<file path="src/rtl/otter_pipe_pkg.sv">
// Shared types and constants for the Otter pipeline control sequencer.
package otter_pipe_pkg;

    typedef enum logic [1:0] {
        RUN,
        REDIRECT,
        DSTALL
    } pipe_ctrl_state_t;

    typedef struct packed {
        logic pc;
        logic if_de;
        logic de_ex;
        logic ex_mem;
        logic mem_wb;
    } pipe_en_t;

    // addi x0, x0, 0
    localparam logic [31:0] NOP_INSTR = 32'h0000_0013;
    localparam int DEFAULT_REDIRECT_SQUASH = 1;

    localparam pipe_en_t EN_NONE = 5'b00000;
    localparam pipe_en_t EN_ALL  = 5'b11111;
    // Load-use bubble: hold PC and IF/DE, let EX/MEM/WB drain.
    localparam pipe_en_t EN_LU   = 5'b00111;

endpackage

</file>
<file path="src/rtl/otter_sat_counter.sv">
// Saturating up-counter with synchronous reset and clear (clear wins over inc).
module otter_sat_counter #(
    parameter int W = 8,
    parameter logic [W-1:0] MAX = '1
) (
    input  logic         clk,
    input  logic         rst,
    input  logic         clr,
    input  logic         inc,
    output logic [W-1:0] count
);

    always_ff @(posedge clk) begin
        if (rst || clr) begin
            count <= '0;
        end else if (inc && count != MAX) begin
            count <= count + W'(1);
        end
    end

endmodule

</file>
<file path="src/rtl/otter_pipe_ctrl.sv">
// Pipeline enable/flush sequencer: mem stall > redirect > load-use, with squash window and watchdog.
// Optional perf counters are enabled by defining OTTER_PIPE_PERF_EN.
module otter_pipe_ctrl
    import otter_pipe_pkg::*;
#(
    parameter int REDIRECT_SQUASH = DEFAULT_REDIRECT_SQUASH,
    parameter int STALL_TIMEOUT   = 255,
    parameter int CNT_W           = 32
) (
    input  logic             CLK,
    input  logic             RST,
    input  logic             load_use_haz,
    input  logic             control_haz,
    input  logic             mem_stall_req,
    output logic             pc_we,
    output logic             if_de_we,
    output logic             de_ex_we,
    output logic             ex_mem_we,
    output logic             mem_wb_we,
    output logic             if_de_flush,
    output logic             de_ex_flush,
    output logic             mem_stall_err,
    output logic [CNT_W-1:0] stall_cycles,
    output logic [CNT_W-1:0] flush_events
);

    localparam int WD_W = $clog2(STALL_TIMEOUT + 1);
    localparam int SQ_W = 2;

    pipe_ctrl_state_t state_q, state_d, ret_q, ret_d, eff_state;
    logic [SQ_W-1:0]  sq_q, sq_d;
    logic [WD_W-1:0]  wd_cnt;
    logic             err_q;
    pipe_en_t         en;
    logic             redirect_acc, lu_stall;

    // After a stall ends, behave as the state we were in when it began.
    assign eff_state = (state_q == DSTALL) ? ret_q : state_q;

    always_comb begin
        en           = EN_NONE;
        if_de_flush  = 1'b0;
        de_ex_flush  = 1'b0;
        state_d      = state_q;
        ret_d        = ret_q;
        sq_d         = sq_q;
        redirect_acc = 1'b0;
        lu_stall     = 1'b0;
        if (RST) begin
            if_de_flush = 1'b1;
            de_ex_flush = 1'b1;
            state_d     = RUN;
            ret_d       = RUN;
            sq_d        = '0;
        end else if (mem_stall_req) begin
            state_d = DSTALL;
            ret_d   = eff_state;
        end else if (control_haz) begin
            en           = EN_ALL;
            if_de_flush  = 1'b1;
            de_ex_flush  = 1'b1;
            redirect_acc = 1'b1;
            if (REDIRECT_SQUASH > 0) begin
                state_d = REDIRECT;
                sq_d    = SQ_W'(REDIRECT_SQUASH);
            end else begin
                state_d = RUN;
            end
            ret_d = state_d;
        end else if (eff_state == REDIRECT) begin
            // load_use_haz is masked: the DE instruction is being squashed anyway
            en          = EN_ALL;
            if_de_flush = 1'b1;
            sq_d        = sq_q - SQ_W'(1);
            state_d     = (sq_q == SQ_W'(1)) ? RUN : REDIRECT;
            ret_d       = state_d;
        end else begin
            state_d = RUN;
            ret_d   = RUN;
            if (load_use_haz) begin
                en          = EN_LU;
                de_ex_flush = 1'b1;
                lu_stall    = 1'b1;
            end else begin
                en = EN_ALL;
            end
        end
    end

    always_ff @(posedge CLK) begin
        if (RST) begin
            state_q <= RUN;
            ret_q   <= RUN;
            sq_q    <= '0;
            err_q   <= 1'b0;
        end else begin
            state_q <= state_d;
            ret_q   <= ret_d;
            sq_q    <= sq_d;
            // Set on the stall cycle that brings wd_cnt up to the timeout.
            if (mem_stall_req && wd_cnt >= WD_W'(STALL_TIMEOUT - 1))
                err_q <= 1'b1;
        end
    end

    otter_sat_counter #(.W(WD_W), .MAX(WD_W'(STALL_TIMEOUT))) u_wd (
        .clk   (CLK),
        .rst   (RST),
        .clr   (!mem_stall_req),
        .inc   (mem_stall_req),
        .count (wd_cnt)
    );

    assign pc_we         = en.pc;
    assign if_de_we      = en.if_de;
    assign de_ex_we      = en.de_ex;
    assign ex_mem_we     = en.ex_mem;
    assign mem_wb_we     = en.mem_wb;
    assign mem_stall_err = err_q;

`ifdef OTTER_PIPE_PERF_EN
    otter_sat_counter #(.W(CNT_W)) u_stall_cnt (
        .clk   (CLK),
        .rst   (RST),
        .clr   (1'b0),
        .inc   (mem_stall_req || lu_stall),
        .count (stall_cycles)
    );

    otter_sat_counter #(.W(CNT_W)) u_flush_cnt (
        .clk   (CLK),
        .rst   (RST),
        .clr   (1'b0),
        .inc   (redirect_acc),
        .count (flush_events)
    );
`else
    logic unused_perf;
    assign unused_perf  = ^{redirect_acc, lu_stall};
    assign stall_cycles = '0;
    assign flush_events = '0;
`endif

endmodule

</file>
<file path="config.mk">
export PLATFORM = sky130hd
export DESIGN_NAME = otter_pipe_ctrl
export DESIGN_NICKNAME = d
export VERILOG_FILES = /design/src/rtl/otter_pipe_pkg.sv /design/src/rtl/otter_sat_counter.sv /design/src/rtl/otter_pipe_ctrl.sv
export SDC_FILE = /design/constraint.sdc
export NUM_CORES = 1
export LEC_CHECK = 0
export ABC_AREA = 1
export CORE_UTILIZATION = 41
export CTS_CLUSTER_DIAMETER = 120
export DETAILED_ROUTE_END_ITERATION = 16
export PLACE_DENSITY_LB_ADDON = 0.25
export SLEW_MARGIN = 10
export SYNTH_ARGS = -nofsm -noshare
export SYNTH_HDL_FRONTEND = slang
export SYNTH_SLANG_ARGS = --single-unit
</file>
<file path="constraint.sdc">
create_clock -name CLK -period 4 [get_ports CLK]
set_clock_uncertainty 0.05 [all_clocks]
set_input_delay 0.4 -clock CLK [delete_from_list [all_inputs] [get_ports CLK]]
set_output_delay 0.4 -clock CLK [all_outputs]
set_load 0.05 [all_outputs]
</file>
==> results by group <==
STA
  – Setup slack after layout: 1220 ps
  – Crit share post-route: 69.5%
  – Setup_tns: 0 ps
  – Least-Margin Pin Slew: 508 ps
  – Slew Limit Fails: 0
  – Slew HR: approximately two thirds
  – Min cycle time layout: 2780 ps
  – Achievable frequency: 360 MHz
  – Final Setup Violations: 0
  – RSZ-0062 raised after global routing: false
  – Final hold violation count: 0

Min path
  – Hold Path Sink: mem_stall_err
  – Hold Crit Start: mem_stall_err
  – Hold depth: 1
  – HP Class: reg2reg

Placement
  – Detail Placement HPWL: 1.38 mm
  – IO Port Bufs: 12
  – Inst Count DP: 229
  – Post-place setup slack: about 1200 ps
  – GP Congestion: 0.815

Global route
  – GR Overflow Total: 0
  – Vias in the first global route: 615
  – Initial antenna violation count: 0
  – First-pass GRT wire length: 2.69 mm
  – Largest net degree at the start of global routing: 13
  – Overall Global Routing Usage: 10.3%

Drt
  – Final ANT Viol Nets: 0
  – Avg WL per Cell: 7.39 µm
  – Post-DR vias/cell: 3.66
  – First DRT Iteration DRCs: 17
  – Routed wire length: approximately 1.7 mm
  – Remaining DRCs: 0
  – Vias: 853
  – DR pass1 iterations: 12

Critical path
  – R2R depth: 7
  – WP depth: 5
  – Critical Path Source: mem_stall_req
  – Required @ worst endpoint: 3550 ps
  – Worst r2r src: u_wd.count[0]
  – Most frequent CP cell: clkdlybuf4s50_1
  – Critical path's slowest cell: clkdlybuf4s50_1
  – Worst Path Arrival: 2330 ps
  – Critical path type: in2out
  – CP max stage delay: 800 ps
  – Peak fanout along the critical path: 9
  – Startpoint type of the worst setup path: primary input
  – Crit-path cells: clkdlybuf4s50_1 -> nor2_1 -> o21ai_0 -> inv_1 -> clkdlybuf4s50_1
  – Delay-heaviest family, CP: buffers and inverters
  – Flop-to-flop setup slack: ~2500 ps
  – RR Endpoint: u_wd.count[4]
  – CP endpoint kind: primary output
  – Crit path buf inv count: 3

Synth
  – Yosys warnings: 0
  – Area share of the largest cell type after synthesis: 39.6%
  – Library cells used by synthesis: 20
  – Top_reg_cell synth: dfxtp_1
  – Number of flops mapped to enable cells by yosys: 0
  – Synth top area cells: buf_4 40%, dfxtp_1 23%, nand2_1 9.0%, inv_1 4.7%, nand3_1 4.3%
  – Most common cell in the netlist: buf_4
  – Synthesized instance count: 181
  – Synth Register Bits: 15
  – Register area share after synthesis: 23.3%
  – Async S/R FF share, synth: 0%
  – Syn avg cell area: 7.12 µm²
  – Synth cell count leaders: 68 x buf_4, 31 x nand2_1, 16 x inv_1, 15 x dfxtp_1
  – Synth Cell Area: 0.00129 mm²
  – Area leader, netlist: buf_4

Clocking
  – Clk_lat worst skew: 290 ps
  – Hold-fix buffers, CTS: 0
  – Bufs on Longest Clock Path: 2
  – CTS Buf Count: 3
  – H-Tree Depth: 1
  – TritonCTS clock tree: built
  – Post-CTS Resized: 0
  – Clock slew at reported path FFs: 80 ps
  – Clock root cell: clkbuf_4
  – Setup repair bufs after CTS: 0
  – Sink Count: 15

Floorplanning
  – Die H: 58.1 µm
  – Std-Cell Rows: 19
  – Die width: 58.1 µm
  – I/O pins: 77
  – Initial Util: 44.8%
  – Core footprint: 0.00288 mm²
  – Die Area: 0.00337 mm²

Flow run
  – Max-cap violations: 0

Final layout
  – Finished Layout Cells: 233
  – Layout area overhead: -6.70%
  – # diodes: 0
  – Number of fillers in the final layout: 326
  – Layout cells sized above 1: 5.76%
  – Final net count: 200

Status
  – Status: completed

Pwr
  – Leak pwr: 0.619 nW
  – Power Dens Cells: 354 mW/mm²
  – Peak supply drop: 0.000185 V
==> placed cells by master, fill, tap and decap left out <==
master,count
ha_1,3
inv_2,2
xor2_1,1
inv_1,16
conb_1,64
o21ai_0,4
dfxtp_1,15
a31oi_1,1
o21a_1,2
nand4_1,4
clkbuf_1,1
nor2_1,11
nand3_1,11
clkdlybuf4s50_1,12
clkbuf_4,3
nand2_1,31
a21oi_2,1
nor2_4,2
nand2_2,2
a21oi_1,4
nor2_2,1
==> worst max-delay path by stage <==
stage,endpoint,slack [ps]
2_1_floorplan,pc_we,1360
3_3_place_gp,if_de_we,1220
3_5_place_dp,if_de_we,1190
4_1_cts,if_de_we,1200
5_1_grt,pc_we,1060
6_report,pc_we,1220
==> layer usage <==
layer / wire length (µm) / track usage, % / vias to the layer above
li1: - / - / 451
met1: 770 / 13.5 / 360
met5: 0 / 0 / -
met2: 791 / 15.8 / 40
met4: 9 / 2.04 / 0
met3: 149 / 4.46 / 2
==> area by class of cell <==
class / instances / area (µm²) / area share, %
timing repair buffer: 12 / 120 / 9.99
tap: 42 / 52.6 / 4.37
inverter: 18 / 67.6 / 5.62
multi-input combinational: 142 / 636 / 52.9
sequential: 15 / 300 / 25.0
clock buffer: 4 / 26.3 / 2.19
==> stage by stage <==
stage               utilization [%]  area [µm²]  hold slack (ps)  power (mW)
floorplan                         -        1530              410       0.376
finish                         41.8        1200              426       0.426
CTS                            41.8        1200              433       0.429
global route                   41.8        1200              462       0.447
detailed placement             40.9        1180              411       0.341
global placement               40.9        1180              396       0.341
==> power breakdown <==
part / switching, mW / internal [mW]
registers: 0.00279 / 0.154
clock network: 0.0487 / 0.0387
logic: 0.164 / 0.0177
total: 0.216 / 0.210
==> sequential cells by signal (all words and copies together) (netlist names) <==
register and flops:
mem_stall_err 1, ret_q 2, sq_q 2, state_q 2, u_wd.count 8
==> logic make-up after synthesis <==
group	after synthesis	synth area share [%]
and+or+nand+nor	62	21.6
adders and majority gates	3	2.91
AOI/OAI and AO/OA	12	5.44
xor gates and xnor gates	1	0.680
buffers and inverters	87	45.7
other	1	0.291
DFF	15	23.3
Power figures use the tool's default switching activity.
==> patch: new RTL, config.mk and constraints unchanged <==
Set the parameter `STALL_TIMEOUT` to 510 (it was 255).
--- a/src/rtl/otter_pipe_ctrl.sv
+++ b/src/rtl/otter_pipe_ctrl.sv
@@ -4,7 +4,7 @@
     import otter_pipe_pkg::*;
 #(
     parameter int REDIRECT_SQUASH = DEFAULT_REDIRECT_SQUASH,
-    parameter int STALL_TIMEOUT   = 255,
+    parameter int STALL_TIMEOUT   = 510,
     parameter int CNT_W           = 32
 ) (
     input  logic             CLK,
Formal check against the unedited RTL: same outputs for any inputs over 10 cycles, from zero or initial values and one cycle with RST high; that may be too few to reach the edited logic, so the function may still have changed.
==> patch against the unedited design <==
- worst setup slack lost 0.096 ns
- final area grew 9.1%
- sequential share of layout area shrank 0.55 points
- total power grew 8.3%
- critical endpoint is now de_ex_flush
- combinational power is essentially flat
- clock power grew 28%
- hold slack lost 0.019 ns
- largest power group unchanged
- area after synthesis grew 7.7%
- routed wire length grew 17%
- sequential cell count grew 1
- synthesized cell count grew 11%
==> patch: results (changes against the unedited design) <==
| Metric | Value |
|---|---|
| # fillers | `352 (+8.0%)` |
| Worst-path maximum fanout | `11 (+2)` |
| Largest net degree at the start of global routing | `12 (-1)` |
| Arrival @ worst endpoint | `2.43 ns (+0.10 ns)` |
| Multi-input gates | `158 (+11%)` |
| Inst Count DP | `251 (+9.6%)` |
| Port buffer count | `12 (unchanged)` |
| Clk pin slew, worst setup/hold paths | `0.10 ns (+0.02 ns)` |
| Leak pwr | `0.6945 nW (+12%)` |
| Fraction of area in multi-input gates | `53.44% (+0.57 points)` |
| Dpl ws | `1.123 ns (-0.06558 ns)` |
| 1st-iter DRT viols | `24 (+7)` |
| Area contributors post-synth | `buf_4 (37%), dfxtp_1 (23%), nand2_1 (11%), inv_1 (5.7%), nor2_1 (4.9%)` |
| Number of global-route vias before repair | `746 (+21%)` |
| First-pass GRT wire length | `3111 um (+16%)` |
| Reported sequential group power | `0.167 mW (+7%)` |
| Gate power share | `39.5% (-3.2 points)` |
| Signal buf overhead | `9.160% (-0.83 points)` |
| VDD IR max | `183.9 uV (-0.42%)` |
| Slowest stage delay, CP | `0.76 ns (-0.04 ns)` |
| Root buffer cell | `clkbuf_4` |
| FF/Latch Area | `320.3 um2 (+6.7%)` |
| Sequential cell count | `16 (+1)` |
| Sequential share of the synthesized area | `23.08% (-0.22 points)` |
| GRT Overall Usage | `11.59% (+1.3 points)` |
| Vias per cell | `3.843 (+5.0%)` |
| Distinct cells, synth | `19 (-5.0%)` |
| Largest register FFs | `9 (+1)` |
| Post-CTS setup buffer count | `0 (unchanged)` |
| FF-to-FF path depth | `9 (+2)` |
| Worst relative slew slack | `65.53% (-0.53 points)` |
| DR pass1 iterations | `4 (-8)` |
| Layout area overhead | `-5.500%` |
| Status | `completed` |
| Drt wl/cell | `7.863 um (+6.5%)` |
| Synth cell count leaders | `buf_4 (68), nand2_1 (41), inv_1 (21), nor2_1 (18), dfxtp_1 (16)` |
| Routability Congestion | `0.8452 (+3.8%)` |
| Nets | `221 (+11%)` |
| Syn Inst Count | `201 (+11%)` |
| Non-clk invs | `21 (+3)` |
| Internal | `0.2366 mW (+13%)` |
| Post-DP HPWL | `1575 um (+14%)` |
| Worst hold path depth | `2 (+1)` |
| DP Area | `0.001275 mm2 (+8.4%)` |
| Switching share of power | `48.69% (-1.9 points)` |
| Post-Route WL | `2005 um (+17%)` |
| Clock-cell share | `2.767% (+0.58 points)` |
[patch: changes by cell type in the layout (fill, tap and decap cells not counted), sizes merged]
cell / delta
o21a: -2
o211ai: +1
nand3: -2
nand2: +10
dfxtp: +1
a21oi: +1
nor2: +7
nor3: +1
inv: +3
o21ai: -1
ha: +1
[patch: path summary, 6_finish.rpt]
| check | endpoint | start | slack (ns) |
|---|---|---|---|
| worst min register to register | mem_stall_err$_SDFFE_PP0P_ | mem_stall_err$_SDFFE_PP0P_ | 0.41 |
| worst max-delay path | de_ex_flush | mem_stall_req | 1.12 |
| worst min-delay path | mem_stall_err$_SDFFE_PP0P_ | mem_stall_err$_SDFFE_PP0P_ | 0.41 |
| worst max register to register | u_wd.count[6]$_SDFFE_PP0P_ | u_wd.count[0]$_SDFFE_PP0P_ | 2.55 |
[patch: layer usage]
metal,vias up,global-route usage [%],part of all wire [%]
met5,-,0,0
met2,48,20.25,49
met1,423,13.10,42
met4,0,1.993,0.65
li1,507,-,-
met3,2,4.978,8.2
[patch: cells by family (layout without fill, tap and decap cells)]
kind of cell | count (synthesis) | count (layout) | share of synthesized area, %
and+or+nand+nor | 78 | 78 | 24.71
DFF | 16 | 16 | 23.08
buffers and inverters | 90 | 37 | 43.46
adders and majority gates | 4 | 4 | 3.607
other | 1 | 64 | 0.2703
xor gates and xnor gates | 1 | 1 | 0.6313
AOI/OAI and AO/OA | 11 | 11 | 4.238
[patch: worst register-to-register path, cell delays in order, from the launching register on]
cell	delay, ns
dfxtp_1	0.46
inv_1	0.09
ha_1	0.20
nand2_1	0.08
nor2_2	0.05
nand2_4	0.13
nand3_1	0.12
nand2_1	0.09
nand2_1	0.05
nor2_1	0.08
